==> src/rtl/sr_bank_arbiter_pkg.sv <==
// Shared opcodes and controller state encoding for the sr_ff bank arbiter.
package sr_bank_arbiter_pkg;

   localparam logic [1:0] OP_NOP = 2'b00;
   localparam logic [1:0] OP_CLR = 2'b01;
   localparam logic [1:0] OP_SET = 2'b10;
   localparam logic [1:0] OP_TGL = 2'b11;

   typedef enum logic [1:0] {
      ST_IDLE  = 2'd0,
      ST_ISSUE = 2'd1,
      ST_DONE  = 2'd2
   } state_e;

   // Port identifiers; last_grant holds one of these.
   localparam logic PORT0 = 1'b0;
   localparam logic PORT1 = 1'b1;

endpackage

==> src/rtl/sr_bank_arbiter_sr_ff.sv <==
// Single set/reset storage cell with synchronous active-high reset.
module sr_ff (
   input  logic clk,
   input  logic rst,
   input  logic s_i,
   input  logic r_i,
   output logic q_o
);

   logic q_q;

   // The controller guarantees s_i and r_i are never both high.
   always_ff @(posedge clk) begin
      if (rst) begin
         q_q <= 1'b0;
      end else if (s_i) begin
         q_q <= 1'b1;
      end else if (r_i) begin
         q_q <= 1'b0;
      end
   end

   assign q_o = q_q;

endmodule

==> src/rtl/sr_bank_arbiter.sv <==
// Two-port round-robin arbiter that serialises set/clear/toggle commands into
// single-cycle, mutually exclusive s/r pulses on a bank of sr_ff cells.
module sr_bank_arbiter
   import sr_bank_arbiter_pkg::*;
#(
   parameter int N_CELLS = 8,
   parameter int IDX_W   = 3
) (
   input  logic               clk,
   input  logic               rst,
   input  logic               req0_valid,
   input  logic [1:0]         req0_op,
   input  logic [IDX_W-1:0]   req0_idx,
   output logic               req0_ready,
   input  logic               req1_valid,
   input  logic [1:0]         req1_op,
   input  logic [IDX_W-1:0]   req1_idx,
   output logic               req1_ready,
   output logic               done,
   output logic               done_id,
   output logic               done_err,
   output logic               busy,
   output logic [N_CELLS-1:0] q
);

   if ((N_CELLS < 1) || (N_CELLS > 256) || ((2 ** IDX_W) < N_CELLS)) begin : g_param_check
      $error("sr_bank_arbiter: N_CELLS must be 1..256 and fit in IDX_W bits");
   end

   state_e             state_q, state_d;
   logic [1:0]         op_q, op_d;
   logic [IDX_W-1:0]   idx_q, idx_d;
   logic               port_q, port_d;
   logic               last_grant_q, last_grant_d;

   logic               grant0, grant1;
   logic               idx_oob;
   logic [N_CELLS-1:0] s_vec, r_vec;

   // Handshake: a command transfers on a clk edge where valid && ready.
   // ready is combinational, high only in IDLE and only for the granted port;
   // requesters keep valid/op/idx stable until that edge.
   always_comb begin
      grant0 = 1'b0;
      grant1 = 1'b0;
      if (state_q == ST_IDLE) begin
         if (req0_valid && (!req1_valid || (last_grant_q == PORT1))) begin
            grant0 = 1'b1;
         end else if (req1_valid) begin
            grant1 = 1'b1;
         end
      end
   end

   assign req0_ready = grant0;
   assign req1_ready = grant1;

   always_comb begin
      state_d      = state_q;
      op_d         = op_q;
      idx_d        = idx_q;
      port_d       = port_q;
      last_grant_d = last_grant_q;
      case (state_q)
         ST_IDLE: begin
            if (grant0 || grant1) begin
               op_d         = grant1 ? req1_op  : req0_op;
               idx_d        = grant1 ? req1_idx : req0_idx;
               port_d       = grant1 ? PORT1    : PORT0;
               last_grant_d = grant1 ? PORT1    : PORT0;
               state_d      = ST_ISSUE;
            end
         end
         ST_ISSUE: state_d = ST_DONE;
         ST_DONE:  state_d = ST_IDLE;
         default:  state_d = ST_IDLE;
      endcase
   end

   always_ff @(posedge clk) begin
      if (rst) begin
         state_q      <= ST_IDLE;
         op_q         <= OP_NOP;
         idx_q        <= '0;
         port_q       <= PORT0;
         last_grant_q <= PORT1;
      end else begin
         state_q      <= state_d;
         op_q         <= op_d;
         idx_q        <= idx_d;
         port_q       <= port_d;
         last_grant_q <= last_grant_d;
      end
   end

   assign idx_oob = (32'(idx_q) >= 32'(N_CELLS));

   // At most one cell is driven, and only during ISSUE; toggle uses the live q.
   always_comb begin
      s_vec = '0;
      r_vec = '0;
      if ((state_q == ST_ISSUE) && !idx_oob) begin
         for (int i = 0; i < N_CELLS; i++) begin
            if (idx_q == IDX_W'(i)) begin
               case (op_q)
                  OP_SET: s_vec[i] = 1'b1;
                  OP_CLR: r_vec[i] = 1'b1;
                  OP_TGL: begin
                     s_vec[i] = ~q[i];
                     r_vec[i] = q[i];
                  end
                  default: ;
               endcase
            end
         end
      end
   end

   for (genvar g = 0; g < N_CELLS; g++) begin : g_cell
      sr_ff u_cell (
         .clk (clk),
         .rst (rst),
         .s_i (s_vec[g]),
         .r_i (r_vec[g]),
         .q_o (q[g])
      );
   end

   assign busy     = (state_q != ST_IDLE);
   assign done     = (state_q == ST_DONE);
   assign done_id  = done & port_q;
   assign done_err = done & idx_oob;

endmodule

==> config.mk <==
export PLATFORM = sky130hd
export DESIGN_NAME = sr_bank_arbiter
export DESIGN_NICKNAME = d
export VERILOG_FILES = /design/src/rtl/sr_bank_arbiter_pkg.sv /design/src/rtl/sr_bank_arbiter_sr_ff.sv /design/src/rtl/sr_bank_arbiter.sv
export SDC_FILE = /design/constraint.sdc
export NUM_CORES = 1
export LEC_CHECK = 0
export ABC_AREA = 0
export BUFFER_PORTS_ARGS = -buffer_cell sky130_fd_sc_hd__buf_2
export CORE_MARGIN = 2
export CORE_UTILIZATION = 30
export DETAILED_ROUTE_END_ITERATION = 10
export RECOVER_POWER = 25
export SLEW_MARGIN = 15
export SYNTH_ARGS = -nofsm -noshare
export SYNTH_HDL_FRONTEND = slang
export SYNTH_SLANG_ARGS = --single-unit
==> constraint.sdc <==
create_clock -name clk -period 2.9 [get_ports clk]
set_clock_uncertainty 0.15 [all_clocks]
set_input_delay 0.29 -clock clk [delete_from_list [all_inputs] [get_ports clk]]
set_output_delay 0.29 -clock clk [all_outputs]
set_load 0.02 [all_outputs]
* After elaboration in Yosys (flattened, before gate mapping)
Cells that the tools add are included.
** Storage, ports and cells
- Flip-flop bits (word level) :: 17
- Input port bits :: 14
- Output and inout port bits :: 14
- Word-level logic and storage cells :: 111
** Operators by class
- Eq/ne operators :: 13
- Muxes and demuxes :: 60
- Bitwise logic cells :: 9
- Reductions and logical operators :: 16
** Operators with widths (number)
- $mux W1 :: 38
- $pmux W1 S2 :: 16
- $reduce_bool A2 Y1 :: 9
- $mux W8 :: 2
- $eq A3 B3 Y1 const B :: 4
- $not A1 Y1 :: 8
- $eq A2 B2 Y1 const B :: 3
- $eq A3 B2 Y1 const B :: 2
- $eq A2 B1 Y1 const B :: 2
- $mux W2 :: 2
- $pmux W2 S2 :: 1
- $eq A3 B1 Y1 const B :: 1
- $logic_not A3 Y1 :: 1
- $mux W3 :: 1
- $logic_not A2 Y1 :: 1
- $logic_or A1 B1 Y1 :: 2
- $ne A2 B1 Y1 const B :: 1
- $reduce_and A2 Y1 :: 1
- $and A1 B1 Y1 :: 1
- $logic_and A1 B1 Y1 :: 1
- $logic_not A1 Y1 :: 1

* Depth between registers and ports, before layout
Gate-level depths: netlist of run 1.
- Depth in word-level cells :: 8
- Mapped depth :: 5
- Mapped depth without buffers :: 3

* Cells and area by module
Synthesis of run 1 repeated with hierarchy kept, for this count alone.
** Unflattened totals
- Cell total of the unflattened synthesis :: 122
- Area total of the unflattened synthesis :: 985.9 µm²
** By module, submodules not included
- sr_bank_arbiter :: instances 1, cells each 90, area an instance 675.6 µm², sequential area each 180.2 µm²
- sr_ff :: instances 8, cells each 4, area an instance 38.8 µm², sequential area each 20.0 µm²

* Least setup slack after synthesis of run 1
OpenSTA, ideal clock, no wires.
- Path kind :: flip-flop to output port
- Start point :: register state_q[0]
- End point :: output port req0_ready
- Arrival time :: 1.148 ns
- Data required time :: 2.460 ns
- Slack :: 1.312 ns
- Stages on the path, launching flop included :: 4
- Path buffers :: 1
- Path through :: dfxtp_1 -> buf_6 -> or3b_1 -> a21oi_1
** On the way
- Word-level cells in the longest chain between the ends :: 2
** RTL lines
- start, declared :: line sr_bank_arbiter.sv:30 : state_e state_q, state_d;
- start signal, assigned :: line sr_bank_arbiter.sv:88 : state_q <= state_d;
- $logic_not A2 Y1 :: line sr_bank_arbiter.sv:46 : if (state_q == ST_IDLE) begin
- $mux W1 :: line sr_bank_arbiter.sv:46
- end, declared :: line sr_bank_arbiter.sv:14 : output logic req0_ready,
No other way between the ends.

* Worst setup path after layout of run 1
- Start point :: register state_q[1]
- End point :: output port req1_ready
** On the way
- Word-level cells in the longest chain between the ends :: 2
** RTL lines
- $logic_not A2 Y1 :: line sr_bank_arbiter.sv:46
- $mux W1 :: line sr_bank_arbiter.sv:46
- end, declared :: line sr_bank_arbiter.sv:18 : output logic req1_ready,
No other way between the ends.

==> results of run 1 <==
## area by class of cell
cell class	count	area, µm²	share of cell area
multi-input combinational	70	455	0.455
inverter	4	15.0	0.0150
timing repair buffer	26	123	0.123
tap	33	41.3	0.0413
clock buffer	4	26.3	0.0263
sequential	17	340	0.340
## worst max-delay path, stage by stage, from the launching register on
cell     delay [ps]
dfxtp_1         410
a211o_1         380
nor2_1          150
buf_2           190
## registers in the layout, indices dropped and copies added, names as in the netlist
name / count
op_q: 2
idx_q: 3
port_q: 1
last_grant_q: 1
state_q: 2
g_cell.u_cell.q_o: 8
## power by group
group	internal, mW	leakage, nW	switching [mW]
clock network	0.0535	0.0150	0.0723
logic	0.0395	0.250	0.0569
registers	0.248	0.139	0.0209
## layer usage
layer	global-route usage	vias to the layer above
li1	-	412
met1	0.136	360
met2	0.191	25
met3	0.0390	0
met4	0.0190	0
met5	0	-
## through the flow
stage | hold WS (ps) | worst slack (ps) | instances | area, µm²
finish | 140 | 1040 | 154 | 1000
global route | 128 | 933 | 154 | 1000
CTS | 135 | 1010 | 154 | 1010
detailed placement | 308 | 1330 | 150 | 982
global placement | 296 | 1380 | 150 | 982
floorplan | 285 | 1310 | 107 | 930
## cell families (layout without fill, tap and decap cells)
family | count (synthesis) | in the layout
AO/OA/AOI/OAI | 35 | 35
buffers and inverters | 20 | 34
other | 1 | 1
flip-flops | 17 | 17
AND/OR/NAND/NOR | 34 | 34
## placed cells by master (no fill, tap or decap), drive strengths merged
master / instances
inv: 4
clkbuf: 10
nand2b: 2
a211o: 2
nand2: 3
nand4bb: 1
nand4b: 1
or2: 1
a2bb2oi: 1
nand4: 7
a21oi: 6
a41o: 2
nor3b: 1
buf: 20
or3b: 1
o21ai: 11
conb: 1
nor2b: 7
o31ai: 6
nor4b: 1
a311oi: 5
a31oi: 2
nor2: 7
dfxtp: 17
and2: 2
## worst max-delay path by stage
stage                       endpoint  slack [ps]  depth (start not counted)
final                     req1_ready        1040                          3
after global routing      req1_ready         930                          3
after CTS                 req1_ready        1010                          3
after detailed placement  req1_ready        1330                          4
after global placement    req1_ready        1380                          4
after floorplan           req0_ready        1310                          3
==> reports/results.ini, run 1 <==
[outcome]
status=complete, no violations

[min_path]
holdCritPathClass=input port to register
min_to=idx_q[1]
min_path_cells=3
hp-start=req0_idx[1]

[clock_tree]
clock_latency_ps=290
cts_tree=done
clk_pin_slew_worst_paths_ps=100
cts_setup_buffers=0
cts-root-buf=clkbuf_4
holdBufCountCts=0
cts_buffers=3
cts_sinks=17
htreeDepth=1
cts.repair.resized=0
cts_max_path_buffers=2

[synthesis]
synth_top_family_by_area=compound AO/OA/AOI/OAI gates
synthesis.nets=121
synth.avg_cell_area_um2=8.69
synth_area_leaders=dfxtp_1, buf_4, o31ai_1
synthTopCellsByCount=dfxtp_1, buf_4, nand4_1, nor2b_1, o21ai_0
synth-simple-area-share=0.229
yosys.cell_types.count=31
yosys.cell_count.top_type=dfxtp_1
yosysTopAreaCell=dfxtp_1
synth.top_cell.area_share=0.366
yosysSeqAreaShare=0.366
synth_fa_ha_area_frac=0
synth_area_um2=930
synth_compound_area_frac=0.257
ys_seq_elements=17
ys_warn_count=0
synth_ff_type=dfxtp_1
async_reset_ff_frac=0
synth.area.mux_share=0
synthCells=107
synth_xor_xnor_area_share=0
synth-edff-count=0

[setup_path]
r2r_slack_ps=1340
start_kind=register
worstSetupStartpoint=state_q[1]
crit_path_end_kind=primary output
reg2reg_from=state_q[0]
critical_path_class=register to primary output
reg2reg_to=last_grant_q
required_ps=2460
path_max_fanout=9
rr_worst_depth=3
arrival_ps=1420

[global_route]
grt-ovfl-total=0
antenna_found_initial=0
track_usage=0.112
grt_pass1_wl_um=3090
grt_pass1_vias=735
grt_max_degree=19

[sta]
finalHoldViolations=0
fin_setup_tns_ps=0
clock.fmax_mhz=536
maxSlewViolCount=0
finalCriticalPeriod_ps=1860
finalCritPeriodShare=0.643
finalSetupViolations=0
rsz0062_at_grt=false

[floorplanning]
core_um2=3000
ioPinCount=28
std_cell_rows=20
fp.dieArea_um2=3560
die_w_um=59.7
fp.dieH_um=59.7
start_util=0.310

[power_and_ir_drop]
fin_total_pwr_mw=0.491
p_per_area_nw_per_um2=491
leakage_nw=0.404
ir_drop_mv=0.249

[drt]
drtIter0Drc=15
dr.max_layer_used=met3
postRouteAntennaNets=0
avgRoutedWirePerCell_um=12.4
drc=0
vias=797
wl_met3_um=107
wl_met1_um=915
wl_met2_um=887
firstDrtPassIters=4
wirelength_um=1910
viasPerCell=5.18

[cells_and_area]
n_antenna_cell=0
nNetsFinal=136
post-route-util=0.333
fill_cells=331
drive_above_1_share=0.223
syn_to_final_growth_pct=7.67

[run]
max_cap_violations=0

[place]
dp_hpwl_um=1500
routabilityCongestion=0.725
io_buffers=26

Power figures use the tool's default switching activity.
==> run 2, diff against run 1 <==
==> constraint.sdc (replaced) <==
create_clock -name clk -period 1.5 [get_ports clk]
set_clock_uncertainty 0.15 [all_clocks]
set_input_delay 0.15 -clock clk [delete_from_list [all_inputs] [get_ports clk]]
set_output_delay 0.15 -clock clk [all_outputs]
set_load 0.02 [all_outputs]
==> reports/results.ini, run 2 (synthesized netlist as in run 1, its figures left out) <==
[drt]
postRouteAntennaNets=0
viasPerCell=5.34
wirelength_um=2070
vias=902
drtIter0Drc=26
drc=0
firstDrtPassIters=4
avgRoutedWirePerCell_um=12.3

[clock_tree]
clk_pin_slew_worst_paths_ps=100
clock_latency_ps=280
cts_tree=done
htreeDepth=1
cts-root-buf=clkbuf_4
cts_buffers=3
cts_sinks=17
cts_max_path_buffers=2

[floorplanning]
start_util=0.310
core_um2=3000
fp.dieH_um=59.7
ioPinCount=28
die_w_um=59.7
fp.dieArea_um2=3560
std_cell_rows=20

[place]
dp.cells=152
dp_hpwl_um=1490
routabilityCongestion=0.743
place_area_um2=997
io_buffers=26
place_ws_ps=114

[power_and_ir_drop]
fin_total_pwr_mw=1.02
p_per_area_nw_per_um2=857
ir_drop_mv=0.540
leakage_nw=0.512

[global_route]
grt-ovfl-total=0
grt_pass1_vias=823
track_usage=0.123
grt_pass1_wl_um=3460
antenna_found_initial=0
grt_max_degree=19

[setup_path]
crit_path_end_kind=primary output
worst-path-buf-inv=1
slowest_stage=or3b_4
cp_top_family=simple AND/OR/NAND/NOR gates
required_ps=1200
critical_path_class=register to primary output
path_max_fanout=3
arrival_ps=1290
crit_chain=or3b_4, a21oi_2, buf_6
start_kind=register
worst_path_largest_cell_delay_ps=390

[min_path]
holdCritPathClass=input port to register

[cells_and_area]
final_cell_mix=buf_2, dfxtp_1, buf_4
instances_no_fill=169
fin_area_um2=1190
final_common_cell=buf_2
syn_to_final_growth_pct=28.4
n_antenna_cell=0
largest_reg_flops=8
post-route-util=0.398
nNetsFinal=151
drive_above_1_share=0.375

[sta]
finalSetupViolations=2
fin_setup_tns_ps=-136
rsz0062_at_grt=true
whs_ps=4.65
finalCritPeriodShare=1.06
finalCriticalPeriod_ps=1590
setup_slack_ps=-93.6
clock.fmax_mhz=628
finalHoldViolations=0
maxSlewViolCount=0

[outcome]
failed_checks=setup timing
status=complete, but fails checks

[run]
max_cap_violations=0

[run 2: cell count changes in the layout (fill, tap and decap cells not counted), sizes merged]
cell         change
clkbuf           -6
dlygate4sd3      +5
buf             +16
[run 2: cell type report]
| type | instances | area [µm²] |
|---|---|---|
| inverter | 4 | 15.0 |
| fill | 322 | 1810 |
| tap | 33 | 41.3 |
| timing repair buffer | 41 | 280 |
| clock buffer | 4 | 26.3 |
| multi-input combinational | 70 | 483 |
| sequential | 17 | 348 |
[run 2: layer usage]
layer / vias to the layer above / global-route usage / routed length [µm]
met5: - / 0 / 0
met4: 0 / 0.00952 / 0
met3: 0 / 0.0433 / 131
met2: 34 / 0.216 / 1020
met1: 422 / 0.150 / 927
li1: 446 / - / -
[run 2: final timing paths]
kind	from	to	slack (ps)	cells past startpoint
setup reg to reg	state_q[1]	op_q[0]	40	5
hold reg to reg	g_cell[2].u_cell.q_o	g_cell[2].u_cell.q_o	320	1
setup / recovery	state_q[0]	req0_ready	-90	3
hold / removal	req0_idx[2]	idx_q[2]	5	3
[run 2: tightest hold or removal path: cells and delay by family]
family,cells,cell delay (ps)
AOI/OAI and AO/OA,2,150
buffers and inverters,1,90
[run 2: where the power goes]
part / internal [mW] / total, mW / leakage, nW / switching (mW)
registers: 0.479 / 0.514 / 0.140 / 0.0348
logic: 0.133 / 0.269 / 0.357 / 0.136
clock network: 0.103 / 0.240 / 0.0150 / 0.137
total: 0.715 / 1.02 / 0.512 / 0.308
[run 2: what timing repair did]
action | 4_1_cts | 5_1_grt
endpoints found under the setup margin | 4 | 8
pin swaps | 2 | 3
setup buffers | 7 | 2
endpoints found under the hold margin | 2 | 2
resized for setup | 15 | 7
hold buffers | 3 | 2
==> run 3, diff against run 2 <==
==> constraint.sdc (replaced) <==
create_clock -name clk -period 1.5 [get_ports clk]
set_clock_uncertainty 0.15 [all_clocks]
set_input_delay 0.15 -clock clk [delete_from_list [all_inputs] [get_ports clk]]
set_output_delay 0.15 -clock clk [all_outputs]
set_load 0.005 [all_outputs]
==> reports/results.ini, run 3 (synthesized netlist as in run 1, its figures left out) <==
[drt]
postRouteAntennaNets=0
drc=0
wirelength_um=2140
firstDrtPassIters=4
drtIter0Drc=16
viasPerCell=5.15
avgRoutedWirePerCell_um=12.9
vias=855

[sta]
finalCritPeriodShare=1.04
finalCriticalPeriod_ps=1560
finalSetupViolations=3
clock.fmax_mhz=641
fin_setup_tns_ps=-72.5
rsz0062_at_grt=true
finalHoldViolations=0
maxSlewViolCount=0
setup_slack_ps=-59.1
whs_ps=8.59

[cells_and_area]
largest_reg_flops=8
instances_no_fill=166
final_cell_mix=buf_2, dfxtp_1, o21ai_1, nand4_1
drive_above_1_share=0.368
fill_cells=312
fin_area_um2=1160
syn_to_final_growth_pct=24.9
final_common_cell=buf_2
nNetsFinal=148
n_antenna_cell=0

[run]
max_cap_violations=0

[clock_tree]
htreeDepth=1
cts_sinks=17
cts_buffers=3
cts_max_path_buffers=2
clk_pin_slew_worst_paths_ps=90
cts-root-buf=clkbuf_4
clock_latency_ps=280
cts_tree=done

[setup_path]
start_kind=register
required_ps=1200
arrival_ps=1260
crit_path_end_kind=primary output
critical_path_class=register to primary output
path_max_fanout=3

[place]
dp_hpwl_um=1510
routabilityCongestion=0.715
io_buffers=26
dp.cells=152
place_area_um2=997

[floorplanning]
fp.dieH_um=59.7
core_um2=3000
start_util=0.310
ioPinCount=28
fp.dieArea_um2=3560
std_cell_rows=20
die_w_um=59.7

[power_and_ir_drop]
switching_share=0.295
p_sw_mw=0.296
power_frac_seq=0.515
p_per_area_nw_per_um2=865
pwr-share-clk=0.240
ir_drop_mv=0.409
leakage_nw=0.487
pwr-share-comb=0.245
internal-power_mw=0.708

[global_route]
antenna_found_initial=0
grt_max_degree=19
track_usage=0.122
grt-ovfl-total=0
grt_pass1_vias=826
grt_pass1_wl_um=3390

[min_path]
holdCritPathClass=input port to register

[outcome]
status=complete, but fails checks
failed_checks=setup timing

-- run 3: changes by cell type in the layout (fill, tap and decap cells not counted), moves of 2 or more --
cell | before | now
buf_2 | 22 | 25
buf_4 | 10 | 6
buf_6 | 4 | 2
dlygate4sd3_1 | 5 | 3
o21ai_0 | 6 | 4
o21ai_1 | 4 | 7
-- run 3: repair_timing --
item	CTS	global route
setup endpoints to repair	3	10
resized for setup	13	7
pin swaps	2	5
setup buffers	3	3
gates cloned	0	1
hold buffers	3	0
endpoints found under the hold margin	3	0
-- run 3: routing by layer --
metal | routed length (µm) | track usage
met1 | 980 | 0.146
met2 | 1040 | 0.216
met3 | 121 | 0.0390
met4 | 0 | 0.0190
met5 | 0 | 0
-- run 3: final timing paths --
path / slack, ps / cells after the start / startpoint / endpoint
setup / recovery: -60 / 3 / state_q[1] / req0_ready
hold / removal: 9 / 3 / req1_idx[1] / idx_q[1]
setup reg to reg: 70 / 5 / state_q[1] / g_cell[3].u_cell.q_o
hold reg to reg: 310 / 1 / g_cell[6].u_cell.q_o / g_cell[6].u_cell.q_o
-- run 3: area by class of cell --
class,instances,area [µm²],share of cell area
multi-input cells,70,497,0.428
inverters,4,15.0,0.0129
repair buffers,38,230,0.198
clock buffers,4,26.3,0.0226
well taps,33,41.3,0.0356
flip-flops and latches,17,352,0.303
-- run 3: per-stage QoR --
step	utilization	power [mW]	setup slack (ps)
after global routing	0.387	1.06	-107
final	0.387	1.00	-59.1
after global placement	0.332	0.703	191
after detailed placement	0.332	0.709	153
after CTS	0.373	0.984	-67.4
after floorplan	-	0.660	164
-- run 3: power by group through the flow --
stage               Sequential [mW]  Clock (mW)  Combinational [mW]
floorplan                     0.512           0               0.148
global placement              0.525           0               0.177
detailed placement            0.527           0               0.182
CTS                           0.515       0.249               0.220
global route                  0.523       0.267               0.272
finish                        0.517       0.241               0.246
-- run 3: worst max-delay path, stage by stage (launching register included) --
cell     delay (ps)
dfxtp_4         360
or3b_4          400
a21oi_2         100
buf_2           110
